`config.mk`:
```
export PLATFORM = sky130hd
export DESIGN_NAME = downscale_scheduler
export DESIGN_NICKNAME = d
export VERILOG_FILES = /design/src/rtl/downscale_scheduler.sv
export SDC_FILE = /design/constraint.sdc
export NUM_CORES = 1
export LEC_CHECK = 0
export CAP_MARGIN = 5
export CORE_MARGIN = 5
export CORE_UTILIZATION = 58
export CTS_CLUSTER_DIAMETER = 40
export DETAILED_ROUTE_END_ITERATION = 16
export HOLD_SLACK_MARGIN = 0.05
export PLACE_DENSITY = 0.86
export SETUP_SLACK_MARGIN = 0.5
export SLEW_MARGIN = 30
export SYNTH_ARGS = -nofsm -noshare
export SYNTH_HDL_FRONTEND = slang
export SYNTH_SLANG_ARGS = --single-unit
```
`constraint.sdc`:
```
create_clock -name clk -period 8.5 [get_ports clk]
set_input_delay 0.85 -clock clk [delete_from_list [all_inputs] [get_ports clk]]
set_output_delay 0.85 -clock clk [all_outputs]
set_load 0.05 [all_outputs]
```
`src/rtl/downscale_scheduler.sv`:
```
// Bilinear downscale sequencer: walks the destination grid in raster order,
// issues one interpolation job per pixel and writes results back by tag.
module downscale_scheduler #(
    parameter int SRC_H   = 32,
    parameter int SRC_W   = 32,
    parameter int DST_H   = 16,
    parameter int DST_W   = 16,
    parameter int FRAC    = 8,
    parameter int MAX_OUT = 4,
    localparam int XW     = $clog2(SRC_W),
    localparam int YW     = $clog2(SRC_H),
    localparam int TW     = $clog2(DST_H * DST_W)
) (
    input  logic          clk,
    input  logic          rst,
    input  logic          start,
    input  logic [15:0]   x_ratio,
    input  logic [15:0]   y_ratio,
    output logic          busy,
    output logic          done,
    output logic          err,
    output logic          job_valid,
    input  logic          job_ready,
    output logic [XW-1:0] job_x_l,
    output logic [XW-1:0] job_x_h,
    output logic [YW-1:0] job_y_l,
    output logic [YW-1:0] job_y_h,
    output logic [FRAC-1:0] job_xw,
    output logic [FRAC-1:0] job_yw,
    output logic [TW-1:0] job_tag,
    input  logic          res_valid,
    input  logic [TW-1:0] res_tag,
    input  logic [7:0]    res_pixel,
    output logic          wr_en,
    output logic [TW-1:0] wr_addr,
    output logic [7:0]    wr_data
);

    localparam int JW  = $clog2(DST_W);
    localparam int IW  = $clog2(DST_H);
    localparam int AXW = 16 + JW;
    localparam int AYW = 16 + IW;
    localparam int XIW = AXW - FRAC;
    localparam int YIW = AYW - FRAC;
    localparam int OW  = $clog2(MAX_OUT + 1);

    typedef enum logic [1:0] {IDLE, ISSUE, DRAIN, DONE} state_t;

    state_t         state, state_d;
    logic [15:0]    x_r, y_r;
    logic [JW-1:0]  j;
    logic [IW-1:0]  i;
    logic [AXW-1:0] xs;
    logic [AYW-1:0] ys;
    logic [TW-1:0]  tag;
    logic [OW-1:0]  outst, outst_d;
    logic [XIW-1:0] x_ip;
    logic [YIW-1:0] y_ip;
    logic           xfer, last, start_ok, res_ok, res_spur, job_valid_d;

    assign start_ok = (state == IDLE) && start;
    assign xfer     = job_valid && job_ready;
    assign last     = (i == IW'(DST_H - 1)) && (j == JW'(DST_W - 1));
    assign res_ok   = res_valid && (outst != '0);
    assign res_spur = res_valid && (outst == '0);
    assign busy     = (state != IDLE);
    assign done     = (state == DONE);
    assign job_tag  = tag;
    assign x_ip     = xs[AXW-1:FRAC];
    assign y_ip     = ys[AYW-1:FRAC];

    always_comb begin
        state_d = state;
        unique case (state)
            IDLE:    if (start) state_d = ISSUE;
            ISSUE:   if (xfer && last) state_d = DRAIN;
            DRAIN:   if (outst == '0 && !wr_en) state_d = DONE;
            DONE:    state_d = IDLE;
            default: state_d = IDLE;
        endcase
    end

    always_comb begin
        outst_d = outst;
        if (start_ok)
            outst_d = '0;
        else
            outst_d = outst + OW'(xfer) - OW'(res_ok);
    end

    // job_valid is computed from next-cycle count so it is never high at MAX_OUT
    assign job_valid_d = (state_d == ISSUE) && (outst_d != OW'(MAX_OUT));

    always_comb begin
        job_x_l = x_ip[XW-1:0];
        job_xw  = xs[FRAC-1:0];
        job_x_h = job_x_l;
        if (x_ip > XIW'(SRC_W - 1)) begin
            job_x_l = XW'(SRC_W - 1);
            job_x_h = XW'(SRC_W - 1);
            job_xw  = '0;
        end else if (job_xw != '0 && job_x_l != XW'(SRC_W - 1)) begin
            job_x_h = job_x_l + 1'b1;
        end
    end

    always_comb begin
        job_y_l = y_ip[YW-1:0];
        job_yw  = ys[FRAC-1:0];
        job_y_h = job_y_l;
        if (y_ip > YIW'(SRC_H - 1)) begin
            job_y_l = YW'(SRC_H - 1);
            job_y_h = YW'(SRC_H - 1);
            job_yw  = '0;
        end else if (job_yw != '0 && job_y_l != YW'(SRC_H - 1)) begin
            job_y_h = job_y_l + 1'b1;
        end
    end

    always_ff @(posedge clk or negedge rst) begin
        if (!rst) begin
            state     <= IDLE;
            x_r       <= '0;
            y_r       <= '0;
            i         <= '0;
            j         <= '0;
            xs        <= '0;
            ys        <= '0;
            tag       <= '0;
            outst     <= '0;
            job_valid <= 1'b0;
            err       <= 1'b0;
            wr_en     <= 1'b0;
            wr_addr   <= '0;
            wr_data   <= '0;
        end else begin
            state     <= state_d;
            outst     <= outst_d;
            job_valid <= job_valid_d;
            wr_en     <= res_ok;
            if (res_ok) begin
                wr_addr <= res_tag;
                wr_data <= res_pixel;
            end
            if (start_ok) begin
                x_r <= x_ratio;
                y_r <= y_ratio;
                i   <= '0;
                j   <= '0;
                xs  <= '0;
                ys  <= '0;
                tag <= '0;
                err <= res_spur;
            end else begin
                if (res_spur)
                    err <= 1'b1;
                if (xfer) begin
                    tag <= tag + 1'b1;
                    if (j == JW'(DST_W - 1)) begin
                        j  <= '0;
                        xs <= '0;
                        i  <= i + 1'b1;
                        ys <= ys + AYW'(y_r);
                    end else begin
                        j  <= j + 1'b1;
                        xs <= xs + AXW'(x_r);
                    end
                end
            end
        end
    end

endmodule
```
==> impl_metrics.json <==
{
  "slew_headroom_pct": 40.46,
  "hpwl_um": 12640,
  "via_count": 6219,
  "nNetsFinal": 998,
  "antenna_cells": 0,
  "combPwrFrac_pct": 51.0,
  "finalMaxSlewViolations": 0,
  "portBuffers": 117,
  "yosysWarnings": 0,
  "drive_gt1_share_pct": 4.746,
  "grt_setup_unrepaired": "no",
  "dr.pass1.iters": 5,
  "power_frac_seq_pct": 32.4,
  "dieHeight_um": 118.8,
  "clk_pin_slew_ps": 80,
  "cts_inserted_buffers": 9,
  "post-cts-setup-buffers": 0,
  "setup.worst_path.end_class": "primary output",
  "finalNonFillerCells": 1049,
  "finalSetupTns_ps": 0,
  "core-area_um2": 11520,
  "fp.dieW_um": 118.8,
  "wl_per_cell_um": 16.40,
  "final_common_cell": "nand2_1",
  "power_leakage_uw": 0.003882,
  "dp_cells": 1033,
  "h-tree-depth": 3,
  "grt_usage_pct": 24.95,
  "skew_ps": 7.303,
  "cts_root_buf": "clkbuf_16",
  "clkPwrFrac_pct": 16.5,
  "io_pins": 118,
  "drv_cap": 0,
  "tightest_slew_ps": 893.1,
  "synth_top_area_share_pct": 40.81,
  "clk_path_buf_depth": 2,
  "timing.hold.ws_ps": 484.9,
  "clock_latency_ps": 360,
  "synthTopCellsByArea": "dfrtp_1 (41%), nand2_1 (12%), ha_1 (7.5%)",
  "timing.critical_path.fanout_max": 6,
  "yosysSeqAreaShare_pct": 40.81,
  "areaGrowthSynthToFinish_pct": 22.21,
  "cts_tree": "built",
  "synth_cells": 801,
  "drc": 0,
  "antenna_found_initial": 0,
  "worstPathRequired_ps": 7650,
  "ys_types": 66,
  "period_share_pct": 47.15,
  "fillers": 900,
  "p_int_uw": 1361,
  "synth_edf_count": 0,
  "syn_area_per_cell_um2": 8.574,
  "power_density_nw_per_um2": 301.0,
  "switching_share_pct": 46.14,
  "synth.net_count": 898,
  "synthFlopType": "dfrtp_1",
  "dieArea_um2": 14120,
  "worst_setup_path_start_kind": "register",
  "grt-ovfl-total": 0,
  "wirelength_um": 17210,
  "final_antenna_net_count": 0,
  "ctsResizeCount": 0,
  "grt_max_degree": 68,
  "async_flop_share_pct": 100.0,
  "vias_per_cell": 5.929,
  "setup_viol": 0,
  "switchingPower_uw": 1166,
  "hold_class": "input pin to asynchronous set/reset pin",
  "drt_iter0_drc": 461,
  "cp.arrival_ps": 3160,
  "clock_sinks": 112,
  "synth_area_um2": 6868,
  "path_class": "register to primary output",
  "max_freq_mhz": 249.5,
  "final_cell_mix": "nand2_1 (212), clkdlybuf4s50_1 (116), dfrtp_1 (112)",
  "std_cell_rows": 39,
  "outcome": "finished clean",
  "min_period_ps": 4008,
  "grt_pass1_wl_um": 29290,
  "vdd_drop_max_mv": 0.2201,
  "finalHoldViolations": 0,
  "grt_pass1_vias": 6138,
  "yosysTopAreaCell": "dfrtp_1",
  "hold_buffers": 0,
  "p_total_uw": 2526,
  "ys_ff_latch": 112,
  "start_util_pct": 59.64,
  "reg2regPathDepth": 12,
  "routabilityCongestion": 0.9226
}
[cells by family (layout without fill, tap and decap cells)]
group | count (synthesis) | after routing | share of synthesized area, %
AOI/OAI and AO/OA | 165 | 165 | 15.67
xor gates and xnor gates | 34 | 34 | 4.336
adders and majority gates | 44 | 44 | 8.344
buffers and inverters | 48 | 153 | 3.024
DFF | 112 | 112 | 40.81
muxes | 8 | 8 | 1.166
and+or+nand+nor | 390 | 390 | 26.65
[sequential cells by signal, summed over array words and instances, names as in the netlist, 2 cells and up]
signal,flops
ys,20
outst,3
i,4
wr_data,8
x_r,16
j,4
xs,20
wr_addr,8
state,2
job_tag,8
y_r,16
[cell usage after synthesis (all sizes together), types with 3 or more instances]
| master | count |
|---|---|
| or3 | 7 |
| nor2 | 44 |
| nor4 | 9 |
| a31oi | 7 |
| and2 | 20 |
| nor3 | 10 |
| a211oi | 7 |
| ha | 41 |
| o31ai | 3 |
| o22ai | 3 |
| inv | 14 |
| a21o | 8 |
| buf | 16 |
| mux2i | 8 |
| or2 | 5 |
| o211ai | 6 |
| a22o | 4 |
| o21a | 6 |
| nand2b | 20 |
| nand2 | 212 |
| fa | 3 |
| or4 | 3 |
| clkbuf | 17 |
| a2111oi | 3 |
| dfrtp | 112 |
| o21ai | 50 |
| a21oi | 49 |
| o21bai | 3 |
| xor2 | 19 |
| nand3 | 21 |
| xnor2 | 15 |
| and3 | 12 |
| nor3b | 4 |
| nand4 | 18 |
[final timing paths]
path	start	endpoint	slack, ps
worst max-delay path	xs[8]$_DFFE_PN0P_	job_x_h[3]	4490
min in group clk	y_r[8]$_DFFE_PN0P_	y_r[8]$_DFFE_PN0P_	490
worst min register to register	y_r[8]$_DFFE_PN0P_	y_r[8]$_DFFE_PN0P_	480
worst max register to register	outst[1]$_DFF_PN0_	job_valid$_DFF_PN0_	4760
worst min-delay path	rst	ys[2]$_DFFE_PN0P_	480
max in group asynchronous	rst	ys[15]$_DFFE_PN0P_	6740
[worst max-delay path: stages (launching register included)]
cell	delay [ps]
dfrtp_1	450
ha_1	260
and3_1	190
ha_1	180
a21oi_1	430
nand4_1	210
xor2_1	180
nand2_1	80
clkdlybuf4s50_1	810
[power groups by stage]
stage | combinational, µW | clock, µW | sequential, µW
2_1_floorplan | 788 | 0 | 940
3_5_place_dp | 1280 | 0 | 822
6_report | 1290 | 417 | 820
3_3_place_gp | 1240 | 0 | 816
5_1_grt | 1410 | 452 | 837
4_1_cts | 1290 | 428 | 817
[routing by layer]
| metal | global-route usage, % | up-vias | wire length [µm] | share of wire (%) |
|---|---|---|---|---|
| met5 | 0 | - | 0 | 0 |
| met4 | 6.010 | 0 | 258 | 1.5 |
| met3 | 8.389 | 30 | 1431 | 8.3 |
| met2 | 41.03 | 220 | 8178 | 48 |
| met1 | 32.09 | 2988 | 7338 | 43 |
| li1 | - | 2981 | - | - |
[per-stage QoR]
stage / utilization, % / worst slack, ps / cell area, µm²
2_1_floorplan: - / 5074 / 6868
3_3_place_gp: 70.39 / 4511 / 8107
3_5_place_dp: 70.39 / 4372 / 8107
4_1_cts: 72.88 / 4475 / 8393
5_1_grt: 72.88 / 4327 / 8393
6_report: 72.88 / 4492 / 8393
[final cells by class]
cell class                      count  area [µm²]  share of cell area, %
Clock inverter                      7       61.31                 0.7305
Timing Repair Buffer              122        1206                  14.37
Clock buffer                        9       225.2                  2.683
Tap cell                          143       178.9                  2.132
Sequential cell                   112        2803                  33.39
Inverter                           15       56.30                 0.6708
Multi-Input combinational cell    641        3862                  46.02
No activity file was read; power rests on OpenSTA's default activity.
